### src/rtl/serial_add_pkg.sv
// -----------------------------------------------------------------------------
// serial_add_pkg
// Shared definitions for the bit-serial add/subtract controller:
//   - default operand width and the matching bit-counter width
//   - FSM state codes (legacy-compatible constants) and the state enum
//   - majority helper used by the 1-bit full-adder cell
// -----------------------------------------------------------------------------
package serial_add_pkg;

    localparam int DEFAULT_WIDTH = 8;
    localparam int DEFAULT_CNT_W = $clog2(DEFAULT_WIDTH);

    localparam logic [1:0] IDLE_CODE  = 2'd0;
    localparam logic [1:0] SHIFT_CODE = 2'd1;
    localparam logic [1:0] DONE_CODE  = 2'd2;

    typedef enum logic [1:0] {
        ST_IDLE  = IDLE_CODE,
        ST_SHIFT = SHIFT_CODE,
        ST_DONE  = DONE_CODE
    } state_e;

    // Carry-out of a full adder: true when at least two inputs are set.
    function automatic logic maj3(input logic a, input logic b, input logic c);
        return (a & b) | (a & c) | (b & c);
    endfunction

endpackage

### src/rtl/serial_add_ctrl_full_adder_1b.sv
// -----------------------------------------------------------------------------
// full_adder_1b
// Purely combinational 1-bit full adder, the single arithmetic cell reused
// once per bit by the serial controller.
// Ports:
//   a, b  in   operand bits
//   ci    in   carry in
//   s     out  sum bit
//   co    out  carry out
// -----------------------------------------------------------------------------
module full_adder_1b
    import serial_add_pkg::*;
(
    input  logic a,
    input  logic b,
    input  logic ci,
    output logic s,
    output logic co
);

    assign s  = a ^ b ^ ci;
    assign co = maj3(a, b, ci);

endmodule

### src/rtl/serial_add_ctrl.sv
// -----------------------------------------------------------------------------
// serial_add_ctrl
// Bit-serial add/subtract controller. Latches two WIDTH-bit operands on a
// start request and feeds them LSB-first through one shared full-adder cell,
// one bit per enabled clock. Subtraction is a - b = a + ~b + 1.
// Ports:
//   clk    in   system clock, rising edge
//   rst_n  in   asynchronous active-low reset
//   ena    in   clock enable; all registers hold while low
//   start  in   request, accepted in IDLE or DONE
//   sub    in   1 = op_a - op_b, 0 = op_a + op_b + cin
//   cin    in   carry-in for add, ignored for subtract
//   op_a   in   operand A
//   op_b   in   operand B
//   busy   out  high while shifting
//   done   out  one enabled-cycle pulse when the result is ready
//   sum    out  registered result, updated only on completion
//   cout   out  registered carry-out (subtract: 1 = no borrow)
// -----------------------------------------------------------------------------
module serial_add_ctrl
    import serial_add_pkg::*;
#(
    parameter int WIDTH = DEFAULT_WIDTH
) (
    input  logic             clk,
    input  logic             rst_n,
    input  logic             ena,
    input  logic             start,
    input  logic             sub,
    input  logic             cin,
    input  logic [WIDTH-1:0] op_a,
    input  logic [WIDTH-1:0] op_b,
    output logic             busy,
    output logic             done,
    output logic [WIDTH-1:0] sum,
    output logic             cout
);

    localparam int               CNT_W    = (WIDTH > 1) ? $clog2(WIDTH) : 1;
    localparam logic [CNT_W-1:0] CNT_LAST = CNT_W'(WIDTH - 1);
    localparam logic [CNT_W-1:0] CNT_ONE  = CNT_W'(1);

    state_e             state_r,  state_nxt_s;
    logic [WIDTH-1:0]   a_sh_r,   a_sh_nxt_s;
    logic [WIDTH-1:0]   b_sh_r,   b_sh_nxt_s;
    logic [WIDTH-1:0]   r_sh_r,   r_sh_nxt_s;
    logic               carry_r,  carry_nxt_s;
    logic [CNT_W-1:0]   cnt_r,    cnt_nxt_s;
    logic [WIDTH-1:0]   sum_r,    sum_nxt_s;
    logic               cout_r,   cout_nxt_s;
    logic               busy_r,   busy_nxt_s;
    logic               done_r,   done_nxt_s;

    logic               fa_s_s;
    logic               fa_co_s;
    logic [WIDTH-1:0]   r_sh_shift_s;

    // The one shared arithmetic cell, fed from the operand LSBs and the carry.
    full_adder_1b u_cell (
        .a  (a_sh_r[0]),
        .b  (b_sh_r[0]),
        .ci (carry_r),
        .s  (fa_s_s),
        .co (fa_co_s)
    );

    // Result shift register with this cycle's sum bit entering at the MSB;
    // after WIDTH shifts bit 0 of the result has reached position 0.
    assign r_sh_shift_s = {fa_s_s, r_sh_r[WIDTH-1:1]};

    // Next-state and datapath sequencing; everything holds while ena is low.
    always_comb begin
        state_nxt_s = state_r;
        a_sh_nxt_s  = a_sh_r;
        b_sh_nxt_s  = b_sh_r;
        r_sh_nxt_s  = r_sh_r;
        carry_nxt_s = carry_r;
        cnt_nxt_s   = cnt_r;
        sum_nxt_s   = sum_r;
        cout_nxt_s  = cout_r;
        if (ena) begin
            case (state_r)
                ST_IDLE, ST_DONE: begin
                    if (start) begin
                        // Subtract via two's complement: invert B, carry-in 1.
                        a_sh_nxt_s  = op_a;
                        b_sh_nxt_s  = sub ? ~op_b : op_b;
                        carry_nxt_s = sub ? 1'b1 : cin;
                        cnt_nxt_s   = '0;
                        state_nxt_s = ST_SHIFT;
                    end else begin
                        state_nxt_s = ST_IDLE;
                    end
                end
                ST_SHIFT: begin
                    a_sh_nxt_s  = {1'b0, a_sh_r[WIDTH-1:1]};
                    b_sh_nxt_s  = {1'b0, b_sh_r[WIDTH-1:1]};
                    r_sh_nxt_s  = r_sh_shift_s;
                    carry_nxt_s = fa_co_s;
                    cnt_nxt_s   = cnt_r + CNT_ONE;
                    if (cnt_r == CNT_LAST) begin
                        sum_nxt_s   = r_sh_shift_s;
                        cout_nxt_s  = fa_co_s;
                        state_nxt_s = ST_DONE;
                    end else begin
                        state_nxt_s = ST_SHIFT;
                    end
                end
                default: begin
                    state_nxt_s = ST_IDLE;
                end
            endcase
        end else begin
            state_nxt_s = state_r;
        end
    end

    // busy/done are decoded from the next state so they leave as flops.
    always_comb begin
        busy_nxt_s = (state_nxt_s == ST_SHIFT);
        done_nxt_s = (state_nxt_s == ST_DONE);
    end

    // FSM and status flags.
    always_ff @(posedge clk or negedge rst_n) begin
        if (!rst_n) begin
            state_r <= ST_IDLE;
            busy_r  <= 1'b0;
            done_r  <= 1'b0;
        end else begin
            state_r <= state_nxt_s;
            busy_r  <= busy_nxt_s;
            done_r  <= done_nxt_s;
        end
    end

    // Operand/result shift registers, running carry and bit counter.
    always_ff @(posedge clk or negedge rst_n) begin
        if (!rst_n) begin
            a_sh_r  <= '0;
            b_sh_r  <= '0;
            r_sh_r  <= '0;
            carry_r <= 1'b0;
            cnt_r   <= '0;
        end else begin
            a_sh_r  <= a_sh_nxt_s;
            b_sh_r  <= b_sh_nxt_s;
            r_sh_r  <= r_sh_nxt_s;
            carry_r <= carry_nxt_s;
            cnt_r   <= cnt_nxt_s;
        end
    end

    // Result registers, written only on entry to DONE.
    always_ff @(posedge clk or negedge rst_n) begin
        if (!rst_n) begin
            sum_r  <= '0;
            cout_r <= 1'b0;
        end else begin
            sum_r  <= sum_nxt_s;
            cout_r <= cout_nxt_s;
        end
    end

    assign busy = busy_r;
    assign done = done_r;
    assign sum  = sum_r;
    assign cout = cout_r;

endmodule

### config.mk
export PLATFORM = sky130hd
export DESIGN_NAME = serial_add_ctrl
export DESIGN_NICKNAME = d
export VERILOG_FILES = /design/src/rtl/serial_add_pkg.sv /design/src/rtl/serial_add_ctrl_full_adder_1b.sv /design/src/rtl/serial_add_ctrl.sv
export SDC_FILE = /design/constraint.sdc
export NUM_CORES = 1
export LEC_CHECK = 0
export ABC_AREA = 1
export CORE_MARGIN = 1
export CORE_UTILIZATION = 33
export DETAILED_ROUTE_END_ITERATION = 8
export GPL_ROUTABILITY_DRIVEN = 1
export SLEW_MARGIN = 15
export SYNTH_ARGS = -nofsm -noshare
export SYNTH_HDL_FRONTEND = slang
export SYNTH_SLANG_ARGS = --single-unit
### constraint.sdc
create_clock -name clk -period 1.19 [get_ports clk]
set_input_delay 0.2975 -clock clk [delete_from_list [all_inputs] [get_ports clk]]
set_output_delay 0.2975 -clock clk [all_outputs]
set_load 0.01 [all_outputs]
==> metrics <==
setup ws final=-0.0316 ns; worst path required time=1.41 ns; sequential share of the synthesized area=50.0%; chip width=around 80 um; Syn Area/Cell=approximately 8.3 um2; Max Clock Freq=0.819 GHz; Critical Path Start Type=register; max-cap violations=0; Syn. warnings=0; vias in the first global route=1610; fraction of layout cells with a size suffix above 1=~22%; Area growth, synth to finish=35.6%; pwr/cell area=~1800 nW/um2; post-detailed-route wirelength per cell=~13 um; Worst slew margin=between 80% and 90%; H-tree level count=2; routed wire length=approximately 4600 um; vias after detailed routing=1678; Die Y=between 70 and 80 um; final setup fails=5; LEAKAGE=roughly 1.4 nW; core area=between 5000 and 6000 um2; TritonRoute pass-1 iters=4; Crit-path slowest cell=dfrtp_1; outcome=finished, violations left; Critical Path, Cell by Cell=ha_2 -> ha_4 -> nand2_4 -> o22ai_1 -> a21oi_1; final max-slew violation count=0; RSZ-0062 raised after global routing=true; commonest non-fill, non-tap cell in the layout=nand2_1; #FFs+latches synth=40; CP arrival=between 1 and 1.5 ns; final setup skew=0.00613 ns; Antenna Cells=0; First DRT Iteration DRCs=77; Clock Root Buffer=clkbuf_8; post-detail-place hpwl=approximately 2800 um; critical path's largest stage delay=about 0.40 ns; initial antenna violation count=0; most frequent cells in the layout=nand2_1, dfrtp_1, nand3_1, clkdlybuf4s50_1, inv_1; total power=about 5 mW; Crit Path Class=register to register; Mapped Cells=241; Initial Util=a little over a third; TritonCTS sink count=40; Fin. Hold Viols=0; Hold Path Class=input pin to register; failing checks=negative setup slack; final RePlAce weighted congestion=0.744; CTS Buf Count=5; Die Footprint=~6400 um2; Finished Cell Area=between 2000 and 3000 um2; Tcrit/Tclk final=103%; clock buffer depth=2; layout net count=~320; Tightest Pin Transition=about 0.22 ns; mapped cell area=~2000 um2; largest net degree at the start of global routing=41; crit-path leading delay family=flip-flops; Placement Cell Area=between 2000 and 2500 um2; clock latency on the worst-skew pair=~0.3 ns; Worst-path clk slew=about 0.080 ns; PortBufs=32; CP Buf/Inv Count=0; Peak VDD IR=between 0.6 and 0.7 mV; fin crit period=1.22 ns; FP Rows=27; grt total ovfl=0; syn nets=~270; Setup crit end kind=register; post-DR vias/cell=between 4 and 5; GRT Util Overall=between 10% and 20%; fin util=between 40% and 50%; CTS tree=yes; I/O pins=33; worst hold slack=approximately 0.42 ns; Routed Antenna Nets=0; crit-path max FO=6; DRC viols=0; first-pass GRT wire length=about 7700 um; synth unique cells=26
[final cells by class]
cell class	instances	area (um2)
fill	532	2960
tap	72	90.1
timing repair buffer	51	467
sequential	40	1000
clock buffer	5	68.8
clock inverter	3	90.1
inverter	17	72.6
multi-input combinational	176	923
[worst min-delay path, cell delays in order]
cell and delay [ns]:
dlymetal6s2s_1 0.10, buf_6 0.16, o22ai_1 0.11
[sequential cells by signal, indices dropped and copies added (netlist names)]
register,count
a_sh_r,8
b_sh_r,8
busy,1
carry_r,1
cnt_r,3
cout,1
done,1
r_sh_r,7
state_r,2
sum,8
[synth_stat cells, drive strengths merged]
| cell | instances | area (um2) |
|---|---|---|
| nand2 | 104 | 405 |
| dfrtp | 40 | 1000 |
| nand3 | 34 | 210 |
| inv | 16 | 65.1 |
| o21ai | 16 | 80.1 |
| buf | 9 | 80.1 |
| or2 | 7 | 43.8 |
| nor2 | 3 | 18.8 |
| a21oi | 2 | 10.0 |
| clkbuf | 2 | 10.0 |
| ha | 2 | 25.0 |
| o22ai | 2 | 12.5 |
| clkinv | 1 | 3.75 |
| fa | 1 | 20.0 |
| nand4 | 1 | 6.26 |
| xor2 | 1 | 8.76 |
[stage by stage]
step / setup TNS (ns) / setup WS [ns] / instances
floorplan: -0.0431 / -0.00460 / 241
global placement: -11.69 / -0.354 / 350
detailed placement: -12.53 / -0.372 / 350
CTS: -0.197 / -0.0259 / 364
global route: -1.44 / -0.0797 / 364
finish: -0.0710 / -0.0316 / 364
[worst paths after layout]
path | cells after the start | start | slack, ns | end
max in group asynchronous | 3 | rst_n | 0.49 | state_r[0]
min reg2reg | 2 | sum[0] | 0.48 | sum[0]
min | 3 | ena | 0.42 | state_r[1]
max reg2reg | 5 | cnt_r[0] | -0.03 | busy
max | 5 | cnt_r[0] | -0.03 | busy
min in group asynchronous | 3 | rst_n | 0.49 | b_sh_r[3]
[report_power, final]
part / switching (mW) / internal (mW) / leakage (nW) / total (mW)
clock: 0.497 / 1.05 / 0.0784 / 1.55
combinational: 0.739 / 0.655 / 0.823 / 1.39
sequential: 0.277 / 1.78 / 0.519 / 2.06
total: 1.51 / 3.48 / 1.42 / 5.00
[metal layers]
metal	track usage, %	up-vias	routed length (um)
li1	-	863	-
met1	19.9	778	2090
met2	27.4	31	2230
met3	3.20	6	160
met4	6.43	0	80
met5	0	-	0
[cell families (layout without fill, tap and decap cells)]
logic type | Yosys count | after routing | synth area share [%]
xor+xnor | 1 | 1 | 0.438
buf+inv | 28 | 76 | 7.94
fa+ha+maj | 3 | 3 | 2.25
flops | 40 | 40 | 50.0
simple gates | 149 | 152 | 34.2
compound gates | 20 | 20 | 5.13
[repair_timing]
| action | 4_1_cts | 5_1_grt |
|---|---|---|
| hold buffers | 1 | 0 |
| resized for setup | 54 | 19 |
| pin swaps | 3 | 0 |
| endpoints found under the hold margin | 40 | 0 |
| gates cloned | 3 | 0 |
| endpoints found under the setup margin | 47 | 40 |
| buffers inserted | 2 | 0 |
Note: power is estimated with default switching activity, not from simulation.
